<file path="config.mk">
export PLATFORM = sky130hd
export DESIGN_NAME = i2s_tx
export DESIGN_NICKNAME = d
export VERILOG_FILES = /design/src/rtl/i2s_pkg.sv /design/src/rtl/i2s_pair_fifo.sv /design/src/rtl/i2s_tx.sv
export SDC_FILE = /design/constraint.sdc
export NUM_CORES = 1
export LEC_CHECK = 0
export CAP_MARGIN = 25
export CELL_PAD_IN_SITES_DETAIL_PLACEMENT = 0
export CELL_PAD_IN_SITES_GLOBAL_PLACEMENT = 2
export CORE_ASPECT_RATIO = 1.5
export CORE_UTILIZATION = 42
export DETAILED_ROUTE_END_ITERATION = 7
export PLACE_DENSITY_LB_ADDON = 0.1
export SLEW_MARGIN = 0
export SYNTH_ARGS = -nofsm -noshare
export SYNTH_HDL_FRONTEND = slang
export SYNTH_SLANG_ARGS = --single-unit
export TNS_END_PERCENT = 1
</file>
<file path="constraint.sdc">
create_clock -name clk_50 -period 5.3 [get_ports clk_50]
set_input_delay 0.795 -clock clk_50 [delete_from_list [all_inputs] [get_ports clk_50]]
set_output_delay 0.795 -clock clk_50 [all_outputs]
set_load 0.02 [all_outputs]
</file>
<file path="src/rtl/i2s_pkg.sv">
// Shared I2S definitions: mode encodings and default geometry for the transmit path.
package i2s_pkg;

   typedef enum logic {
      I2S_MODE_STD = 1'b0,
      I2S_MODE_LJ  = 1'b1
   } i2s_mode_e;

   localparam int I2S_DEF_DATA_W   = 24;
   localparam int I2S_DEF_SLOT_W   = 32;
   localparam int I2S_DEF_BCLK_DIV = 4;

endpackage

</file>
<file path="src/rtl/i2s_pair_fifo.sv">
// Two-entry buffer of {left,right} sample pairs feeding the I2S serializer.
module i2s_pair_fifo #(
   parameter int WIDTH = 48
) (
   input  logic             clk_50,
   input  logic             reset,
   input  logic             wr_en,
   input  logic [WIDTH-1:0] wr_data,
   input  logic             rd_en,
   output logic [WIDTH-1:0] rd_data,
   output logic             full,
   output logic             empty
);

   logic [WIDTH-1:0] mem [2];
   logic             wr_ptr;
   logic             rd_ptr;
   logic [1:0]       count;
   logic             wr_fire;
   logic             rd_fire;

   assign full    = (count == 2'd2);
   assign empty   = (count == 2'd0);
   assign rd_data = mem[rd_ptr];
   assign wr_fire = wr_en && !full;
   assign rd_fire = rd_en && !empty;

   // Storage carries no reset; occupancy is tracked by count alone.
   always_ff @(posedge clk_50) begin
      if (wr_fire) mem[wr_ptr] <= wr_data;
   end

   always_ff @(posedge clk_50) begin
      if (reset) begin
         wr_ptr <= 1'b0;
         rd_ptr <= 1'b0;
         count  <= 2'd0;
      end else begin
         if (wr_fire) wr_ptr <= ~wr_ptr;
         if (rd_fire) rd_ptr <= ~rd_ptr;
         case ({wr_fire, rd_fire})
            2'b10:   count <= count + 2'd1;
            2'b01:   count <= count - 2'd1;
            default: count <= count;
         endcase
      end
   end

endmodule

</file>
<file path="src/rtl/i2s_tx.sv">
// I2S / left-justified stereo transmitter with a two-pair input buffer.
// Optional macro I2S_TX_UNDERRUN_CNT_EN adds a saturating 16-bit underrun counter port.
module i2s_tx
   import i2s_pkg::*;
#(
   parameter int DATA_W   = I2S_DEF_DATA_W,
   parameter int SLOT_W   = I2S_DEF_SLOT_W,
   parameter int BCLK_DIV = I2S_DEF_BCLK_DIV
) (
   input  logic              clk_50,
   input  logic              reset,
   // Handshake: a pair transfers on a clk_50 edge where s_valid && s_ready;
   // the source holds s_valid and data stable until that edge.
   input  logic              s_valid,
   output logic              s_ready,
   input  logic [DATA_W-1:0] s_left,
   input  logic [DATA_W-1:0] s_right,
   input  logic              mode,
   output logic              bclk,
   output logic              daclrck,
   output logic              dacdat,
   output logic              underrun
`ifdef I2S_TX_UNDERRUN_CNT_EN
   ,
   output logic [15:0]       underrun_cnt
`endif
);

   localparam int FRAME_W = 2 * SLOT_W;
   localparam int DIV_W   = $clog2(BCLK_DIV);
   localparam int K_W     = $clog2(FRAME_W);

   logic [DIV_W-1:0]    div_cnt;
   logic                started;
   logic [K_W-1:0]      k;
   logic [K_W-1:0]      k_nxt;
   logic [FRAME_W-1:0]  frame_sr;
   logic [FRAME_W-1:0]  frame_load;
   logic [FRAME_W-1:0]  frame_nxt;
   i2s_mode_e           mode_q;
   i2s_mode_e           mode_nxt;
   logic                prev_lj;
   logic                lj_nxt;
   logic                div_wrap;
   logic                fall;
   logic                frame_start;
   logic                pop;
   logic                fifo_full;
   logic                fifo_empty;
   logic [2*DATA_W-1:0] head;

   assign s_ready  = !reset && !fifo_full;
   assign div_wrap = (div_cnt == DIV_W'(BCLK_DIV - 1));
   // The very first wrap after reset acts as a falling edge so frame 0 opens with bclk low.
   assign fall     = div_wrap && (bclk || !started);

   i2s_pair_fifo #(
      .WIDTH (2 * DATA_W)
   ) u_fifo (
      .clk_50  (clk_50),
      .reset   (reset),
      .wr_en   (s_valid && s_ready),
      .wr_data ({s_left, s_right}),
      .rd_en   (pop),
      .rd_data (head),
      .full    (fifo_full),
      .empty   (fifo_empty)
   );

   always_comb begin
      k_nxt = k;
      if (fall) begin
         if (!started || k == K_W'(FRAME_W - 1)) k_nxt = '0;
         else                                    k_nxt = k + 1'b1;
      end
      frame_start = fall && (k_nxt == '0);
      pop         = frame_start && !fifo_empty;
      frame_load  = '0;
      if (pop) begin
         frame_load[FRAME_W-1 -: DATA_W] = head[2*DATA_W-1 -: DATA_W];
         frame_load[SLOT_W-1 -: DATA_W]  = head[DATA_W-1:0];
      end
      // frame_sr MSB is always the left-justified bit of the period being driven.
      frame_nxt = frame_start ? frame_load : {frame_sr[FRAME_W-2:0], 1'b0};
      mode_nxt  = frame_start ? i2s_mode_e'(mode) : mode_q;
      lj_nxt    = frame_nxt[FRAME_W-1];
   end

   always_ff @(posedge clk_50) begin
      if (reset) begin
         div_cnt  <= '0;
         started  <= 1'b0;
         k        <= '0;
         bclk     <= 1'b0;
         daclrck  <= 1'b1;
         dacdat   <= 1'b0;
         underrun <= 1'b0;
         frame_sr <= '0;
         mode_q   <= I2S_MODE_STD;
         prev_lj  <= 1'b0;
      end else begin
         div_cnt  <= div_wrap ? '0 : div_cnt + 1'b1;
         underrun <= frame_start && fifo_empty;
         if (div_wrap) begin
            started <= 1'b1;
            if (started) bclk <= ~bclk;
         end
         if (fall) begin
            k        <= k_nxt;
            frame_sr <= frame_nxt;
            mode_q   <= mode_nxt;
            prev_lj  <= lj_nxt;
            daclrck  <= (k_nxt >= K_W'(SLOT_W));
            // Standard I2S replays the previous period's left-justified bit.
            dacdat   <= (mode_nxt == I2S_MODE_LJ) ? lj_nxt : prev_lj;
         end
      end
   end

`ifdef I2S_TX_UNDERRUN_CNT_EN
   always_ff @(posedge clk_50) begin
      if (reset)                                         underrun_cnt <= '0;
      else if (frame_start && fifo_empty && underrun_cnt != 16'hFFFF) underrun_cnt <= underrun_cnt + 16'd1;
   end
`endif

endmodule
</file>
# After elaboration in Yosys (flattened, before gate mapping)
# Memory sizes are Yosys's and may differ from the RTL's. A register that Yosys moved wholly into a read port is not among the register bits.
# Cells that the tools add are included.
word_totals:
  register_bits: 82
  latchBits: 0
  n_memories: 1
  mem_bits_rw: 96
  out_inout_bits: 5
  mem_bits_ro: 0
classes:
  eq_ne: 5
  mul: 0
  n_addsub: 4
  shifts: 0
  bitwise: 3
  div_mod_pow: 0
  n_reduce_logical: 19
  mux: 12
  magnitude_cmp: 1
mem_list:
  columns: ["memory", "words", "width", "rd", "rd_ports_with_merged_regs", "wr", "line_no", "rtl"]
  rows:
  - ["u_fifo.mem", 2, 48, 1, 1, 1, "i2s_pair_fifo.sv:15", "logic [WIDTH-1:0] mem [2];"]
ops:
  columns: ["operator", "count"]
  rows:
  - ["64-bit 2-to-1 mux", 1]
  - ["24-bit 2-to-1 mux", 2]
  - ["6-bit 2-to-1 mux", 2]
  - ["1-bit logical AND", 8]
  - ["6-bit by 1-bit adder with 6-bit output, second input constant", 1]
  - ["2-bit == test, second input constant", 3]
  - ["6-bit == test, second input constant", 1]
  - ["6-bit greater-or-equal comparator, second input constant", 1]
  - ["6-bit zero test", 1]
  - ["1-bit 2-to-1 mux", 6]
  - ["2-bit by 1-bit adder with 2-bit output, second input constant", 2]
  - ["1-bit zero test", 4]
  - ["2-bit one-hot mux with 2 select lines", 1]
  - ["1-bit NOT", 3]
  - ["2-bit by 1-bit == test with 1-bit output, second input constant", 1]
  - ["2-bit zero test", 1]
  - ["1-bit logical OR", 2]
  - ["2-bit AND reduction", 1]
  - ["2-bit nonzero test", 1]
  - ["2-bit OR reduction", 1]
  - ["2-bit by 1-bit subtractor with 2-bit output, second input constant", 1]

# Longest topological paths before layout
logic_depth:
  depth_word: 10
  depth_mapped: 10

# Hierarchy
# From an unflattened synthesis, not the netlist that was laid out.
hier_totals:
  hier_cells: 584
  hier_area_um2: 7081.8
by_module_without_submodules:
  columns: ["module", "seq_area_each_um2", "cells_each", "area_each_um2", "instances"]
  rows:
  - ["i2s_pair_fifo", 2982.9, 175, 3677.3, 1]
  - ["i2s_tx", 1401.3, 409, 3404.5, 1]

# Worst setup path before layout
# OpenSTA, ideal clock, no wires.
synth_path:
  path_kind: "input to register"
  start: "input reset"
  end: "memory u_fifo.mem[0][0], enable pin"
  path_stages: 3
  setup_ns: 0.454
  arrival_time_ns: 3.437
  slack_ns: 1.409
  n_path_buf: 0
  cell_sequence: "a21oi_1 -> nand2_1 -> nor2_1"
synth_between:
  elab_chain_cells: 6
synth_lines:
  columns: ["item", "line_no", "rtl"]
  rows:
  - ["from (decl)", "i2s_tx.sv:11", "input logic reset,"]
  - ["1-bit zero test", "i2s_tx.sv:52", "assign s_ready = !reset && !fifo_full;"]
  - ["1-bit logical AND", "i2s_tx.sv:52", null]
  - ["1-bit logical AND", "i2s_tx.sv:62", ".wr_en (s_valid && s_ready),"]
  - ["1-bit logical AND", "i2s_pair_fifo.sv:25", "assign wr_fire = wr_en && !full;"]
  - ["1-bit 2-to-1 mux", "i2s_pair_fifo.sv:30", "if (wr_fire) mem[wr_ptr] <= wr_data;"]
  - ["1-bit 2-to-1 mux (implied by the code)", "i2s_pair_fifo.sv:30", null]
  - ["to (decl)", "i2s_pair_fifo.sv:15", null]
# No other way between the ends.

# Worst setup path after layout
layout_path:
  start: "register div_cnt[0]"
  end: "register u_fifo.count[1]"
layout_between:
  elab_chain_cells: 9
  elab_cells_between_ends: 11
layout_lines:
  columns: ["item", "line_no", "rtl"]
  rows:
  - ["from (decl)", "i2s_tx.sv:33", "logic [DIV_W-1:0] div_cnt;"]
  - ["from (signal assigned)", "i2s_tx.sv:102", "div_cnt <= div_wrap ? '0 : div_cnt + 1'b1;"]
  - ["2-bit == test (*)", "i2s_tx.sv:53", "assign div_wrap = (div_cnt == DIV_W'(BCLK_DIV - 1));"]
  - ["1-bit logical AND (*)", "i2s_tx.sv:55", "assign fall = div_wrap && (bclk || !started);"]
  - ["6-bit 2-to-1 mux", "i2s_tx.sv:72", "if (fall) begin"]
  - ["6-bit zero test", "i2s_tx.sv:76", "frame_start = fall && (k_nxt == '0);"]
  - ["1-bit logical AND (*)", "i2s_tx.sv:76", null]
  - ["1-bit logical AND (*)", "i2s_tx.sv:77", "pop = frame_start && !fifo_empty;"]
  - ["1-bit logical AND (*)", "i2s_pair_fifo.sv:26", "assign rd_fire = rd_en && !empty;"]
  - ["via u_fifo.rd_fire", "i2s_pair_fifo.sv:20", "logic rd_fire;"]
  - ["2-bit by 1-bit == test with 1-bit output / 2-bit == test (equally long branches)", "i2s_pair_fifo.sv:41", "case ({wr_fire, rd_fire})"]
  - ["2-bit one-hot mux with 2 select lines / 2-bit nonzero test (equally long branches)", null, null]
  - ["to (signal assigned)", "i2s_pair_fifo.sv:42", "2'b10: count <= count + 2'd1;"]
  - ["to (signal assigned)", "i2s_pair_fifo.sv:43", "2'b01: count <= count - 2'd1;"]
  - ["to (signal assigned)", "i2s_pair_fifo.sv:44", "default: count <= count;"]
  - ["to (decl)", "i2s_pair_fifo.sv:18", "logic [1:0] count;"]
# The timed path passes the listed nets; every way through them passes the cells marked *.
# A chain may end at the register's enable or synchronous reset.

==> results.toml <==
[clocking]
cts_num_sinks = 171
post_cts_hold_buffer_count = 0
clk_path_buf_depth = 2
clk_root_buffer_cell = "sky130_fd_sc_hd__clkbuf_16"
cts_made_buffers = 17
cts_resized = 0
clk_pin_slew_ns = 0.07
htree_num_levels = 4
cts.repair_timing.setup_buffer_count = 0
clock_insertion_delay_worst_skew_ns = 0.42
cts_tree = "done"

[timing]
hold_slack_ns = 0.433
relSlewSlack = 0.356
setup_ws_ns = 2.41
fin_skew_ns = 0.00878
final_min_period_ns = 2.89
finalHoldViolCount = 0
setup_repair_after_global_routing_missed_its_margin = "false"
timing_worst_slew_pin_value_ns = 0.966
slew_viol_final = 0
report.final.setup_viol = 0
fmax_mhz = 346
setup_tns_ns = 0
timing.final.crit_share = 0.546

[floorplanning]
area_inside_the_core_boundary_sq_um = 16900
std_cell_rows = 58
initial_cell_density_of_the_core = 0.433
dieArea_sq_um = 18000
io_pins = 57
die_width_um = 110
dieHeight_um = 164

[hold_path]
min_path_type = "reg2reg"

[synthesis]
gate_count_after_technology_mapping = 632
yosys_warnings = 0
ys_async_sr_fraction = 0
syn_area_sq_um = 7330
avgSynthCellArea_sq_um = 11.6
synthesis_stage_register_bit_count = 171
synth_top_cell_area_share = 0.394
netlist-cell-type-count = 50
number_of_flops_mapped_to_enable_cells_by_yosys = 96
synth.net_count = 687
post-synth-top-area-cell = "sky130_fd_sc_hd__edfxtp_1"
yosys.cell_count.top_type = "sky130_fd_sc_hd__nor2_1"
yosys-top-cells-count = "sky130_fd_sc_hd__nor2_1 (111), sky130_fd_sc_hd__edfxtp_1 (96), sky130_fd_sc_hd__dfxtp_1 (75)"
synth.yosys.seq_area_share = 0.598
dominantRegCellSynth = "sky130_fd_sc_hd__edfxtp_1"
netlist_top_cells_area = "sky130_fd_sc_hd__edfxtp_1 (39%), sky130_fd_sc_hd__dfxtp_1 (20%), sky130_fd_sc_hd__mux2i_1 (6.6%), sky130_fd_sc_hd__nor2_1 (5.7%), sky130_fd_sc_hd__a31oi_1 (3.9%)"

[routing]
avgRoutedWirePerCell_um = 16.3
totalWireLength_um = 14400
route.layer.met1.wl_um = 6360
avgViaCountPerCell = 5.51
dr_wl_met3_um = 300
dr.max_layer_used = "met4"
detail_route.first_pass.iterations = 4
via_count = 4860
drc_errors = 0
dr_wl_met2_um = 7460
first_iter_violations = 220
final_antenna_net_count = 0

[place]
post_dp_cell_area_sq_um = 7950
dp_worst_setup_slack_ns = 2.39
place_congestion = 0.724
numPortBuffers = 56
placed_instances = 849
dp.final_hpwl_um = 8380

[job]
timing.max_cap.violations = 0

[cells_and_area]
postLayoutCellArea_sq_um = 8530
layout.cells.non_filler = 882
nets = 714
drive_gt1_frac = 0.125
n_antenna_cell = 0
area_growth_syn_to_layout_pct = 16.5

[critical_path]
critPathArrivalTime_ns = 3.24
startpoint_kind_of_the_worst_setup_timing_path = "flop"
worst-setup-path-type = "reg2reg"
crit_required_ns = 5.65
worst_setup_ep_type = "flop"
critical_path_fanouts_max = 58

[pwr]
cell_pwr_density_nw_per_um2 = 353
ir_drop_worst_case_vdd_mv = 0.230
power_leakage_nw = 2.66

[global_route]
first_global_vias = 5125
pin_count_of_the_biggest_net_entering_global_routing = 77
initial_antenna_violation_count = 0
grt_first_pass_wirelength_um = 24600
grtUsageTotal = 0.177
globalRouteOverflowTotal = 0

[run_status]
status = "complete, no violations"
## power breakdown
group / internal (mW) / total [mW] / leakage, nW / switching (mW)
combinational: 0.127 / 0.332 / 0.909 / 0.205
clock: 0.657 / 1.18 / 0.261 / 0.526
sequential: 1.47 / 1.50 / 1.49 / 0.0299
## final timing paths
kind | slack [ns] | depth (start not counted) | endpoint | start
max | 2.41 | 8 | u_fifo.count[1] | div_cnt[0]
min | 0.43 | 1 | div_cnt[0] | div_cnt[0]
max reg2reg | 2.41 | 8 | u_fifo.count[1] | div_cnt[0]
min reg2reg | 0.43 | 1 | div_cnt[0] | div_cnt[0]
## layer usage
metal / vias to the layer above / global-route usage
met5: - / 0
met4: 0 / 0.0636
met3: 15 / 0.0361
met2: 61 / 0.319
met1: 2373 / 0.202
li1: 2411 / -
## stage by stage
step / total power, mW / utilization
3_5_place_dp: 1.86 / 0.470
4_1_cts: 3.06 / 0.503
3_3_place_gp: 1.85 / 0.468
2_1_floorplan: 1.75 / -
5_1_grt: 3.15 / 0.505
6_report: 3.01 / 0.505
## kinds of logic (layout without fill, tap and decap cells)
group                    count (synthesis)  after routing  share of synthesized area
AO/OA/AOI/OAI                          188            188                      0.182
XOR/XNOR                                 6              6                    0.00717
adder cells (fa/ha/maj)                  3              3                    0.00512
buffers and inverters                   60            100                     0.0451
flip-flops                             171            171                      0.598
multiplexers                            52             52                     0.0717
AND/OR/NAND/NOR                        152            152                     0.0900
## layout make-up
type / count / area [sq um]
clock buffer: 18 / 429
inverter: 1 / 3.75
sequential: 171 / 4390
multi-input combinational: 401 / 2640
tap: 210 / 263
timing repair buffer: 67 / 671
clock inverter: 14 / 138
fill: 1611 / 8380
## placed cells by master, fill, tap and decap left out, drive strengths merged, types with 2 or more instances in the layout
cell type / instances
mux2i: 48
clkbuf: 18
nand2: 17
inv: 7
a22oi: 3
and2: 2
nor2b: 2
xor2: 5
clkdlybuf4s50: 55
clkinvlp: 5
a31oi: 46
a211oi: 48
nor2: 111
nand3: 5
mux2: 4
o211ai: 10
a21o: 2
and3: 2
o21ai: 54
clkinv: 2
buf: 12
a21oi: 17
dfxtp: 75
nor3b: 2
nor3: 3
edfxtp: 96
ha: 3
## critical path, cell delays in order, from the launching register on
cell                        delay [ns]
sky130_fd_sc_hd__dfxtp_1          0.34
sky130_fd_sc_hd__ha_1             0.43
sky130_fd_sc_hd__o2111ai_2        0.27
sky130_fd_sc_hd__o32ai_4          0.30
sky130_fd_sc_hd__buf_4            0.55
sky130_fd_sc_hd__nor3_4           0.08
sky130_fd_sc_hd__ha_1             0.36
sky130_fd_sc_hd__or3_1            0.35
sky130_fd_sc_hd__a21oi_1          0.14
## state kept, by name (all words and copies together), names as in the netlist, named ones only
register / cells
frame_sr: 55
u_fifo.wr_ptr: 1
u_fifo.rd_ptr: 1
div_cnt: 2
bclk: 1
started: 1
u_fifo.mem: 96
prev_lj: 1
underrun: 1
daclrck: 1
u_fifo.count: 2
dacdat: 1
mode_q: 1
k: 6
(Power assumes the default switching activity.)
